## src/rtl/sound_tick_pkg.sv

```systemverilog
// -----------------------------------------------------------------------------
// sound_tick_pkg
// Shared definitions for the sound tick controller:
//   - state_e : FSM state encoding (IDLE, RUN, DONE)
//   - N_DEF   : default width of the divisor and of the tick counter
//   - K_W_DEF : default width of the one-shot tick count and tally
// -----------------------------------------------------------------------------
package sound_tick_pkg;

  localparam int N_DEF   = 16;
  localparam int K_W_DEF = 8;

  typedef enum logic [1:0] {
    IDLE = 2'd0,
    RUN  = 2'd1,
    DONE = 2'd2
  } state_e;

endpackage : sound_tick_pkg

```

## src/rtl/tick_div_counter.sv

```systemverilog
// -----------------------------------------------------------------------------
// tick_div_counter
// N-bit programmable modulo counter. While enabled it counts 0 .. period-1
// and then wraps to 0; wrap is high in the cycle the count equals period-1.
//
// Ports:
//   clk    : clock, rising edge
//   rst    : asynchronous active-high reset, clears the count
//   clr    : synchronous clear of the count (priority over en)
//   en     : count enable
//   period : modulo value, expected >= 1 (caller clamps 0 to 1)
//   wrap   : high while enabled and the count equals period-1
// -----------------------------------------------------------------------------
module tick_div_counter #(
  parameter int N = 16
) (
  input  logic         clk,
  input  logic         rst,
  input  logic         clr,
  input  logic         en,
  input  logic [N-1:0] period,
  output logic         wrap
);

  localparam logic [N-1:0] ONE_N = {{(N-1){1'b0}}, 1'b1};

  logic [N-1:0] count_q;
  logic [N-1:0] count_d;
  logic [N-1:0] last_w;

  // Terminal value computed at N bits so the compare never widens.
  assign last_w = period - ONE_N;
  assign wrap   = en && (count_q == last_w);

  always_comb begin
    count_d = count_q;
    if (clr) begin
      count_d = '0;
    end else if (en) begin
      count_d = wrap ? '0 : (count_q + ONE_N);
    end
  end

  always_ff @(posedge clk or posedge rst) begin
    if (rst) begin
      count_q <= '0;
    end else begin
      count_q <= count_d;
    end
  end

endmodule : tick_div_counter

```

## src/rtl/sound_tick_ctrl.sv

```systemverilog
// -----------------------------------------------------------------------------
// sound_tick_ctrl
// Tick generator for sound sequencing. Emits a one-cycle tick every D clk
// cycles while running, either indefinitely (periodic) or for C ticks
// (one-shot) followed by a one-cycle done pulse.
//
//   state | meaning
//   ------+-------------------------------------------------------------
//   IDLE  | stopped; configuration writes accepted, start launches a run
//   RUN   | counting; ticks emitted, configuration writes rejected
//   DONE  | one-shot finished, done high for this single cycle
//
// Ports:
//   clk         : clock, rising edge
//   rst         : asynchronous active-high reset
//   cfg_we      : configuration write strobe
//   cfg_div     : tick period in clk cycles (0 behaves as 1)
//   cfg_cnt     : ticks per one-shot run (0 behaves as 1)
//   cfg_oneshot : 1 = one-shot, 0 = periodic
//   start       : run request (ignored while running)
//   stop        : abort request (wins over start)
//   tick        : one-cycle period pulse
//   busy        : high while in RUN
//   done        : one-cycle pulse at one-shot completion
//   cfg_err     : one-cycle pulse after a configuration write during RUN
//   irq_ack     : interrupt acknowledge (only with SOUND_TICK_IRQ_EN)
//   irq         : sticky interrupt on done/cfg_err (only with SOUND_TICK_IRQ_EN)
//
// Build option: define SOUND_TICK_IRQ_EN to add the irq/irq_ack interface.
// -----------------------------------------------------------------------------
module sound_tick_ctrl
  import sound_tick_pkg::*;
#(
  parameter int N   = N_DEF,
  parameter int K_W = K_W_DEF
) (
  input  logic           clk,
  input  logic           rst,
  input  logic           cfg_we,
  input  logic [N-1:0]   cfg_div,
  input  logic [K_W-1:0] cfg_cnt,
  input  logic           cfg_oneshot,
  input  logic           start,
  input  logic           stop,
`ifdef SOUND_TICK_IRQ_EN
  input  logic           irq_ack,
  output logic           irq,
`endif
  output logic           tick,
  output logic           busy,
  output logic           done,
  output logic           cfg_err
);

  localparam logic [N-1:0]   ONE_N = {{(N-1){1'b0}}, 1'b1};
  localparam logic [K_W-1:0] ONE_K = {{(K_W-1){1'b0}}, 1'b1};

  state_e         state_q;
  logic [N-1:0]   div_q;
  logic [K_W-1:0] cnt_q;
  logic           mode_q;
  logic [K_W-1:0] tally_q;
  logic           cfg_err_q;

  logic [N-1:0]   period_w;
  logic [K_W-1:0] last_tally_w;
  logic           running_w;
  logic           start_go_w;
  logic           wrap_w;

  // Zero settings are clamped to 1 so a blank configuration still runs.
  assign period_w     = (div_q == '0) ? ONE_N : div_q;
  assign last_tally_w = ((cnt_q == '0) ? ONE_K : cnt_q) - ONE_K;

  assign running_w  = (state_q == RUN);
  // A simultaneous stop suppresses the start; in DONE the run ends anyway.
  assign start_go_w = !running_w && start && !stop;

  tick_div_counter #(
    .N (N)
  ) u_div (
    .clk    (clk),
    .rst    (rst),
    .clr    (start_go_w),
    .en     (running_w),
    .period (period_w),
    .wrap   (wrap_w)
  );

  always_ff @(posedge clk or posedge rst) begin
    if (rst) begin
      state_q   <= IDLE;
      div_q     <= '0;
      cnt_q     <= '0;
      mode_q    <= 1'b0;
      tally_q   <= '0;
      cfg_err_q <= 1'b0;
    end else begin
      cfg_err_q <= 1'b0;
      case (state_q)
        IDLE, DONE: begin
          if (cfg_we) begin
            div_q  <= cfg_div;
            cnt_q  <= cfg_cnt;
            mode_q <= cfg_oneshot;
          end
          if (start_go_w) begin
            state_q <= RUN;
            tally_q <= '0;
          end else begin
            state_q <= IDLE;
          end
        end
        RUN: begin
          if (cfg_we) begin
            cfg_err_q <= 1'b1;
          end
          if (stop) begin
            state_q <= IDLE;
          end else if (wrap_w && mode_q) begin
            tally_q <= tally_q + ONE_K;
            if (tally_q == last_tally_w) begin
              state_q <= DONE;
            end
          end
        end
        default: state_q <= IDLE;
      endcase
    end
  end

  // tick depends only on registered state, so it is glitch-safe and drops
  // with the asynchronous reset.
  assign tick    = wrap_w;
  assign busy    = running_w;
  assign done    = (state_q == DONE);
  assign cfg_err = cfg_err_q;

`ifdef SOUND_TICK_IRQ_EN
  logic irq_q;

  // Set has priority so an event coinciding with an acknowledge is not lost.
  always_ff @(posedge clk or posedge rst) begin
    if (rst) begin
      irq_q <= 1'b0;
    end else if (done || cfg_err_q) begin
      irq_q <= 1'b1;
    end else if (irq_ack) begin
      irq_q <= 1'b0;
    end
  end

  assign irq = irq_q;
`endif

  a_tick_in_run : assert property (@(posedge clk) disable iff (rst) tick |-> busy);
  a_done_single : assert property (@(posedge clk) disable iff (rst) done |=> !done);

endmodule : sound_tick_ctrl

```

## config.mk

```make
export PLATFORM = sky130hd
export DESIGN_NAME = sound_tick_ctrl
export DESIGN_NICKNAME = d
export VERILOG_FILES = /design/src/rtl/sound_tick_pkg.sv /design/src/rtl/tick_div_counter.sv /design/src/rtl/sound_tick_ctrl.sv
export SDC_FILE = /design/constraint.sdc
export NUM_CORES = 1
export LEC_CHECK = 0
export BUFFER_PORTS_ARGS = -buffer_cell sky130_fd_sc_hd__buf_2
export CORE_MARGIN = 2
export CORE_UTILIZATION = 50
export CTS_CLUSTER_DIAMETER = 200
export DETAILED_ROUTE_END_ITERATION = 16
export PLACE_DENSITY = 0.83
export REMOVE_ABC_BUFFERS = 1
export SLEW_MARGIN = 5
export SYNTH_ARGS = -nofsm -noshare
export SYNTH_HDL_FRONTEND = slang
export SYNTH_HIERARCHICAL = 1
export SYNTH_SLANG_ARGS = --single-unit
```

## constraint.sdc

```tcl
create_clock -name clk -period 3.4 [get_ports clk]
set_clock_uncertainty 0.15 [all_clocks]
set_input_delay 0.34 -clock clk [delete_from_list [all_inputs] [get_ports clk]]
set_output_delay 0.34 -clock clk [all_outputs]
set_load 0.1 [all_outputs]
```

==> results of run 1 <==
layout make-up:
class / count / area share
Clock buffer: 5 / 0.0175
Clock inverter: 2 / 0.00318
Inverter: 7 / 0.00669
Multi-Input combinational cell: 252 / 0.496
Sequential cell: 52 / 0.331
Tap cell: 77 / 0.0245
Timing Repair Buffer: 69 / 0.120
worst paths after layout:
check / to / slack [ns] / cells after the start
min reg2reg: div_q[0] / 0.39 / 1
max in group asynchronous: u_div/count_q[3] / 2.18 / 3
max: tally_q[5] / -0.32 / 15
min: cnt_q[1] / 0.1 / 3
min in group asynchronous: u_div/count_q[6] / 0.52 / 3
max reg2reg: tally_q[5] / -0.32 / 15
report_power, final:
| group | total (mW) | switching (mW) | leakage (nW) | internal [mW] |
|---|---|---|---|---|
| Sequential | 0.787 | 0.0927 | 0.657 | 0.694 |
| Clock | 0.342 | 0.202 | 0.0400 | 0.140 |
| Combinational | 0.574 | 0.307 | 0.999 | 0.268 |
stage by stage:
stage	worst slack (ns)	setup TNS, ns	hold WS (ns)	power, mW
detailed placement	-0.215	-1.32	0.305	1.33
global route	-0.452	-4.03	0.107	1.80
CTS	-0.161	-0.780	0.0872	1.69
finish	-0.321	-2.24	0.0963	1.70
floorplan	-1.96	-34.74	0.104	1.14
global placement	-0.125	-0.574	0.303	1.30
cells in the final DEF, fill, tap and decap left out, types with 2 or more instances in the layout:
cell      Yosys  routed
xnor2_1      23      22
a21oi_1      13      12
clkbuf_8      0       5
o21ai_0      12      10
and3_1        8       8
or3_1         5       4
nor4_2        2       3
nor3_1       12      12
ha_1          4       4
nand2b_1      7       7
nand3_1      11       9
or4_4         2       2
buf_12        1       2
nand4_1      11      11
o22ai_1       2       2
nand2_1       9       8
nor2b_1      11      10
nor2_1       23      23
xor2_1       21      21
mux2_2       26      26
nor4_4        1       4
and2_1        3       3
buf_2         1      32
and4b_1       4       4
buf_4         1      33
inv_1         7       7
nor3b_1       2       2
dfrtp_1      52      52
nand3_2       0       2
a31oi_1       3       3
o21ai_1       0       2
nor3_2        9       9
sequential cells by signal, indices dropped and copies added (netlist names):
signal,flops
div_q,16
u_div/count_q,16
cnt_q,8
tally_q,8
state_q,2
cfg_err,1
mode_q,1
worst reg2reg max path: stages (launching register included):
cell      delay (ns)
dfrtp_1         0.40
nor3_1          0.31
a41o_1          0.26
inv_1           0.05
ha_1            0.29
xor2_1          0.14
nand3_1         0.12
or3_4           0.40
nor4_4          0.26
nand4_2         0.16
nor2_4          0.16
nand4b_1        0.18
a211oi_2        0.32
and3_1          0.22
xnor2_1         0.13
nor2_1          0.05
repair_timing:
action / in CTS / in global routing
setup buffers: 6 / 1
setup endpoints to repair: 11 / 21
hold endpoints to repair: 16 / 0
gates resized for setup: 12 / 9
pin swaps: 8 / 5
hold buffers: 1 / 0
logic make-up after synthesis:
| group | count (synthesis) | synth area share |
|---|---|---|
| AOI/OAI and AO/OA | 41 | 0.0762 |
| xor gates and xnor gates | 44 | 0.116 |
| adders and majority gates | 4 | 0.0151 |
| buffers and inverters | 35 | 0.0464 |
| DFF | 52 | 0.392 |
| muxes | 27 | 0.0913 |
| and+or+nand+nor | 136 | 0.263 |
layer usage:
layer	share of wire	vias up	routed length, µm
li1	-	1293	-
met1	0.42	1301	3250
met2	0.53	68	4070
met3	0.039	13	301
met4	0.016	0	122
met5	0	-	0
==> flow_summary.yaml, run 1 <==
power:
  ir_worst_vdd_mv: 0.334
  power_leakage_nw: 1.70
  p_per_area_nw_per_um2: 434
synth:
  yosysSeqAreaShare: 0.392
  synthTopCellsByCount: "dfrtp_1, mux2_2, clkbuf_1, nor2_1, xnor2_1"
  yosysTopAreaCell: "dfrtp_1"
  synth_area_um2: 3320
  synthFlopType: "dfrtp_1"
  synthCells: 339
  synth-edff-count: 0
  synth-seq-cells: 52
  async_flop_share: 1.00
  yosysTopAreaCellShare: 0.392
  synth_area_leaders: "dfrtp_1, mux2_2, xnor2_1"
  avgSynthCellArea_um2: 9.79
  synth_cell_types: 56
  yosysWarnings: 6
  synth_most_common_cell: "dfrtp_1"
cells_and_area:
  layout-drive-gt1-share: 0.344
  synthToLayoutAreaGrowth_pct: 18.4
  fin_cells: 464
  diodes: 0
  final_area_um2: 3930
  fillers: 518
  multi_input_area_um2: 1950
  nets: 421
  post-route-util: 0.615
  regArea_um2: 1300
setup_path:
  crit_required_ns: 3.43
  critical_path.cell_chain: "nor3_1, a41o_1, inv_1, ha_1, xor2_1, nand3_1, or3_4, nor4_4, nand4_2, nor2_4, nand4b_1, a211oi_2, and3_1, xnor2_1, nor2_1"
  crit_family: "simple AND/OR/NAND/NOR gates"
  crit_slowest_cell: "dfrtp_1"
  critPathArrivalTime_ns: 3.75
  start_kind: "flip-flop"
  critPathKind: "reg -> reg"
  worst_path_largest_cell_delay_ns: 0.40
  cp_num_buf_inv: 1
  path_max_fanout: 3
  reg2reg_from: "div_q[11]"
  end_kind: "flip-flop"
  crit_path_start: "div_q[11]"
floorplan:
  chipWidth_um: 85.5
  dieArea_um2: 7300
  die_y_um: 85.5
  num_rows: 29
  core-area_um2: 6390
  io_pins: 34
  start_util: 0.520
clock_network:
  clockRootBuffer: "clkbuf_8"
  cts_made_buffers: 5
  cts_max_level: 2
  clk_pin_slew_ns: 0.09
  clock_latency_ns: 0.30
  clock_sinks: 52
  cts_tree: "yes"
  cts.path.max_buffers: 2
grt:
  grt_usage: 0.220
  grt_max_degree: 37
  grt_pass1_wl_um: 12800
  grt_remaining_overflow: 0
  use_met1: 0.279
  grt_pass1_vias: 2764
  use_met2: 0.382
  met3_usage: 0.0418
  grt_antenna_before_repair: 0
  grt.busiest_layer: "met2"
timing:
  slew_viol_final: 0
  setup-violations-final: 11
  final-hold-violation-count: 0
  worstMarginPinSlew_ns: 0.627
  period_share: 1.09
  rsz0062_at_grt: "true"
  period_minus_slack_ns: 3.72
  max-slew-margin-rel: 0.581
  layout_setup_ws_ns: -0.321
  max_freq_mhz: 269
placement:
  place.gp.congestion: 0.885
  port_buffers: 33
  placed_cell_area_um2: 3690
  dp_hpwl_um: 5510
  dpl.cell_count: 450
status:
  violations: "setup timing"
  outcome: "finished, violations left"
hold_path:
  min_from: "cfg_cnt[1]"
  holdCritPathClass: "in -> reg"
flow_run:
  drv_cap: 0
detailed_routing:
  vias: 2675
  vias_per_cell: 5.77
  wl_per_cell_um: 16.7
  drt-total-wl_um: 7740
  ant_nets: 0
  drtIter0Drc: 179
  drt-pass1-iter-count: 4
  drc: 0
No activity file was read; power rests on OpenSTA's default activity.
==> run 2: changes to the inputs <==
--- a/config.mk
+++ b/config.mk
@@ -5,10 +5,11 @@
 export SDC_FILE = /design/constraint.sdc
 export NUM_CORES = 1
 export LEC_CHECK = 0
+export ABC_AREA = 1
 export BUFFER_PORTS_ARGS = -buffer_cell sky130_fd_sc_hd__buf_2
 export CORE_MARGIN = 2
 export CORE_UTILIZATION = 50
-export CTS_CLUSTER_DIAMETER = 200
+export CTS_CLUSTER_DIAMETER = 40
 export DETAILED_ROUTE_END_ITERATION = 16
 export PLACE_DENSITY = 0.83
 export REMOVE_ABC_BUFFERS = 1
==> run 2 against run 1 <==
Maximum frequency up 15%; worst hold slack about the same; wire length is 7.3% higher; via count up 18%; die area is 6.1% higher; core utilization fell by 1.6 points; global-route usage is 0.12 points higher; the flow now finishes without violations; combinational power up 10%.
==> flow_summary.yaml, run 2 <==
flow_run:
  drv_cap: 0
timing:
  worst_hold_slack_ns: 0.0961
  rsz0062_at_grt: "true"
  worstMarginPinSlew_ns: 0.677
  max_freq_mhz: 309
  slew_viol_final: 0
  period_minus_slack_ns: 3.24
  final-hold-violation-count: 0
  layout_setup_ws_ns: 0.159
  setup-violations-final: 0
  max-slew-margin-rel: 0.548
  period_share: 0.953
placement:
  place.gp.congestion: 0.969
  port_buffers: 33
  dpl.cell_count: 590
  dp_hpwl_um: 6210
  placed_cell_area_um2: 3850
  dp_slack_ns: -0.267
setup_path:
  crit_required_ns: 3.48
  critPathKind: "reg -> reg"
  critPathArrivalTime_ns: 3.32
  path_max_fanout: 4
  end_kind: "flip-flop"
  r2r_setup_slack_ns: 0.16
  start_kind: "flip-flop"
  reg2reg_from: "div_q[8]"
  r2r-end: "tally_q[5]"
  r2r_cells: 19
cells_and_area:
  nets: 544
  layout_commonest_cell: "nand2_1"
  most-common-layout-cells: "nand2_1, inv_1, dfrtp_1"
  largestRegisters: "div_q x16, u_div/count_q x16"
  layout-drive-gt1-share: 0.262
  synthToLayoutAreaGrowth_pct: 15.9
  final_area_um2: 4090
  diodes: 0
  fin_cells: 607
floorplan:
  start_util: 0.517
  die_y_um: 88.0
  chipWidth_um: 88.0
  dieArea_um2: 7750
  core-area_um2: 6830
  num_rows: 30
  io_pins: 34
synth:
  avgSynthCellArea_um2: 7.54
  yosysSeqAreaShare: 0.369
  synthTopCellsByCount: "nand2_1, inv_1, dfrtp_1, nor2_1, nand3_1"
  synth-seq-cells: 52
  synthSimpleGateAreaFrac: 0.316
  synth_area_leaders: "dfrtp_1, nand2_1, inv_1"
  muxShareOfSynthArea: 0.0574
  synthCells: 468
  synth_compound_area_frac: 0.0727
  synthAdderAreaFrac: 0.0142
  synth_cell_types: 35
  synth_top_family_by_area: "simple AND/OR/NAND/NOR gates"
  synth_most_common_cell: "nand2_1"
  yosysTopAreaCell: "dfrtp_1"
  async_flop_share: 1.00
  synthXorXnorAreaFrac: 0.0744
  yosysWarnings: 6
  yosysTopAreaCellShare: 0.369
  synth-edff-count: 0
  synth_area_um2: 3530
  synthFlopType: "dfrtp_1"
clock_network:
  cts.path.max_buffers: 2
  clock_sinks: 52
  clockRootBuffer: "clkbuf_8"
  clk_pin_slew_ns: 0.10
  clock_latency_ns: 0.32
  cts_max_level: 2
  cts_tree: "yes"
  cts_made_buffers: 5
detailed_routing:
  vias_per_cell: 5.22
  wl_per_cell_um: 13.7
  drc: 0
  drt-pass1-iter-count: 5
  vias: 3166
  drtIter0Drc: 242
  drt-total-wl_um: 8310
  ant_nets: 0
grt:
  grt_max_degree: 37
  grt_remaining_overflow: 0
  grt_pass1_vias: 2899
  grt_pass1_wl_um: 13500
  grt_usage: 0.222
  grt_antenna_before_repair: 0
hold_path:
  hold_path_end: "cfg_err"
  holdCritPathClass: "in -> reg"
  hold_depth: 3
  min_from: "cfg_we"
power:
  ir_worst_vdd_mv: 0.251
  p_per_area_nw_per_um2: 440
  power_leakage_nw: 1.97
status:
  outcome: "finished, final reports clean"
## run 2: cell types whose count changed after synthesis, sizes merged, moves of 11 or more
| cell | previous run | this run |
|---|---|---|
| nand3 | 11 | 32 |
| inv | 7 | 62 |
| xnor2 | 23 | 11 |
| nand2 | 9 | 118 |
| nor3 | 21 | 5 |
| nor2 | 24 | 63 |
| nor2b | 11 | 0 |
## run 2: worst max-delay path by stage
| stage | startpoint | end | slack (ns) |
|---|---|---|---|
| 2_1_floorplan | state_q[1] | tally_q[5] | -0.31 |
| 3_3_place_gp | div_q[14] | tally_q[5] | -0.08 |
| 3_5_place_dp | div_q[8] | tally_q[5] | -0.27 |
| 4_1_cts | div_q[14] | tally_q[5] | 0.005 |
| 5_1_grt | div_q[15] | state_q[0] | -0.13 |
| 6_report | div_q[8] | tally_q[5] | 0.16 |
## run 2: worst max-delay path: stages (launching register included)
cell	delay, ns
dfrtp_1	0.42
nor4_4	0.38
a41o_1	0.28
inv_2	0.08
ha_4	0.22
nand2_2	0.07
inv_2	0.04
nor2_2	0.09
nand3_1	0.08
a21oi_1	0.12
nand3_1	0.10
nor2_2	0.12
nand3_2	0.10
inv_2	0.11
a21oi_1	0.11
a21oi_4	0.19
nand3_4	0.12
nor2_2	0.11
nor2_1	0.07
nor3b_2	0.22
## run 2: layer usage
layer  up-vias  global-route usage  part of all wire
li1       1548                   -                 -
met1      1461               0.315              0.45
met2       136               0.342              0.45
met3        21              0.0415             0.070
met4         0              0.0744             0.023
met5         -                   0                 0
## run 2: metrics by stage
step           TNS [ns]  utilization  power, mW
2_1_floorplan     -1.71            -       1.18
3_3_place_gp     -0.247        0.564       1.35
3_5_place_dp      -1.22        0.564       1.37
4_1_cts               0        0.586       1.77
5_1_grt          -0.548        0.599       1.91
6_report              0        0.599       1.80
## run 2: cell type report
type | count | area (µm²)
inverters | 62 | 233
repair buffers | 59 | 382
fillers | 594 | 2740
clock inverters | 2 | 15.0
multi-input cells | 330 | 1960
flip-flops and latches | 52 | 1300
clock buffers | 6 | 82.6
well taps | 96 | 120
## run 2: logic make-up (layout without fill, tap and decap cells)
family          after synthesis  in the layout
buf+inv                      86            129
fa+ha+maj                     4              4
simple gates                239            239
mux                          18             18
xor+xnor                     30             30
flops                        52             52
compound gates               39             39
## run 2: timing repair
item                                    4_1_cts  5_1_grt
endpoints found under the setup margin        9       11
pin swaps                                     1       13
resized for setup                             4       14
hold endpoints to repair                     52        0
hold buffers                                  1        0
buffers inserted                              2        6
## run 2: power by group
group	switching, mW	leakage (nW)	total (mW)	internal [mW]
clock	0.217	0.0434	0.382	0.165
sequential	0.0868	0.656	0.785	0.698
combinational	0.374	1.27	0.632	0.258
==> run 3: changes to the inputs <==
--- a/config.mk
+++ b/config.mk
@@ -8,10 +8,10 @@
 export ABC_AREA = 1
 export BUFFER_PORTS_ARGS = -buffer_cell sky130_fd_sc_hd__buf_2
 export CORE_MARGIN = 2
-export CORE_UTILIZATION = 50
+export CORE_UTILIZATION = 54
 export CTS_CLUSTER_DIAMETER = 40
 export DETAILED_ROUTE_END_ITERATION = 16
-export PLACE_DENSITY = 0.83
+export PLACE_DENSITY = 0.88
 export REMOVE_ABC_BUFFERS = 1
 export SLEW_MARGIN = 5
 export SYNTH_ARGS = -nofsm -noshare
==> run 3 against run 2 <==
Clock power decreased by 3%; critical path depth is 2 lower; setup slack lost 0.095 ns; count of clock-buffer cells in the layout is 1 lower; global-route usage up 1.5 points; sequential share of layout area grew 0.31 points; design area down 0.67%; sequential power increased by 2%; die area fell by 7.1%; core utilization rose by 4.1 points; worst hold slack got worse by 0.013 ns.
==> flow_summary.yaml, run 3 (synthesized netlist as in run 2, its figures left out) <==
status:
  outcome: "finished, final reports clean"
grt:
  grt_antenna_before_repair: 0
  grt_pass1_vias: 2915
  grt_remaining_overflow: 0
  grt_pass1_wl_um: 13700
  grt_usage: 0.236
  grt_max_degree: 37
cells_and_area:
  layout_commonest_cell: "nand2_1"
  layout-drive-gt1-share: 0.266
  largestRegisters: "div_q x16, u_div/count_q x16"
  most-common-layout-cells: "nand2_1, inv_1, nor2_1"
  diodes: 0
  synthToLayoutAreaGrowth_pct: 15.1
  final_area_um2: 4060
  fin_cells: 588
  nets: 544
floorplan:
  die_y_um: 84.8
  num_rows: 29
  core-area_um2: 6350
  dieArea_um2: 7200
  io_pins: 34
  start_util: 0.556
  chipWidth_um: 84.8
timing:
  worstMarginPinSlew_ns: 0.707
  slew_viol_final: 0
  setup-violations-final: 0
  period_share: 0.981
  period_minus_slack_ns: 3.34
  final-hold-violation-count: 0
  setup_tns_ns: 0
  layout_setup_ws_ns: 0.0642
  rsz0062_at_grt: "true"
  max_freq_mhz: 300
  max-slew-margin-rel: 0.528
setup_path:
  path_max_fanout: 7
  start_kind: "flip-flop"
  reg2reg_from: "div_q[9]"
  crit_required_ns: 3.47
  r2r-end: "tally_q[6]"
  critPathArrivalTime_ns: 3.40
  critPathKind: "reg -> reg"
  r2r_setup_slack_ns: 0.06
  end_kind: "flip-flop"
  r2r_cells: 17
clock_network:
  clockRootBuffer: "clkbuf_8"
  cts_tree: "yes"
  cts.path.max_buffers: 2
  cts_max_level: 2
  cts_made_buffers: 5
  clock_sinks: 52
  clk_pin_slew_ns: 0.11
  clock_latency_ns: 0.32
detailed_routing:
  drt-pass1-iter-count: 5
  vias: 3235
  wl_per_cell_um: 14.3
  drt-total-wl_um: 8430
  ant_nets: 0
  drtIter0Drc: 264
  drc: 0
  vias_per_cell: 5.50
power:
  ir_worst_vdd_mv: 0.278
  power.total_mw: 1.80
  power_leakage_nw: 1.98
  p_per_area_nw_per_um2: 444
hold_path:
  hold_depth: 3
  min_from: "cfg_we"
  hold_path_end: "cfg_err"
  holdCritPathClass: "in -> reg"
placement:
  placed_cell_area_um2: 3790
  dpl.cell_count: 566
  port_buffers: 33
  dp_slack_ns: -0.149
  dp_hpwl_um: 5970
  place.gp.congestion: 0.988
flow_run:
  drv_cap: 0
==> run 3: repair_timing <==
item | 4_1_cts | 5_1_grt
endpoints found under the hold margin | 40 | 0
hold buffers | 1 | 0
pin swaps | 2 | 14
gates resized for setup | 6 | 15
endpoints found under the setup margin | 7 | 10
setup buffers | 2 | 11
==> run 3: area by class of cell <==
cell class	instances	area, µm²
inverter	62	233
clock inverter	3	22.5
timing repair buffer	59	382
tap	77	96.3
multi-input combinational	330	1960
fill	517	2290
clock buffer	5	68.8
sequential	52	1310
==> run 3: worst max path at each step <==
stage               start          to  depth (start not counted)
3_5_place_dp    div_q[14]  tally_q[5]                         19
5_1_grt         div_q[14]  tally_q[7]                         19
3_3_place_gp    div_q[14]  tally_q[5]                         19
2_1_floorplan  state_q[1]  tally_q[5]                         17
6_report         div_q[9]  tally_q[6]                         17
4_1_cts          div_q[9]        tick                         15
==> run 3: worst max-delay path, stage by stage (launching register included) <==
cell and delay, ns:
dfrtp_2 0.46, nor4_4 0.32, a41o_1 0.26, inv_2 0.08
ha_4 0.22, nand2_2 0.06, inv_2 0.03, nor2_2 0.13
nand3_2 0.09, a21oi_2 0.14, nand3_1 0.08, nor2_1 0.13
nand3_2 0.13, inv_2 0.11, a21oi_1 0.10, a21oi_4 0.25
buf_4 0.16, mux2_2 0.32
==> run 3: layer usage <==
layer | share of wire | global-route usage | up-vias
li1 | - | - | 1551
met1 | 0.45 | 0.337 | 1493
met2 | 0.46 | 0.369 | 167
met3 | 0.071 | 0.0350 | 24
met4 | 0.024 | 0.0837 | 0
met5 | 0 | 0 | -
==> run 3: stage by stage <==
step | utilization | hold slack, ns
floorplan | - | 0.104
global route | 0.640 | 0.0888
global placement | 0.597 | 0.317
CTS | 0.620 | 0.0764
detailed placement | 0.597 | 0.330
finish | 0.640 | 0.0832
==> run 3: power breakdown <==
| part | internal (mW) | switching, mW | total [mW] |
|---|---|---|---|
| clock | 0.148 | 0.224 | 0.372 |
| combinational | 0.257 | 0.375 | 0.631 |
| sequential | 0.699 | 0.101 | 0.800 |
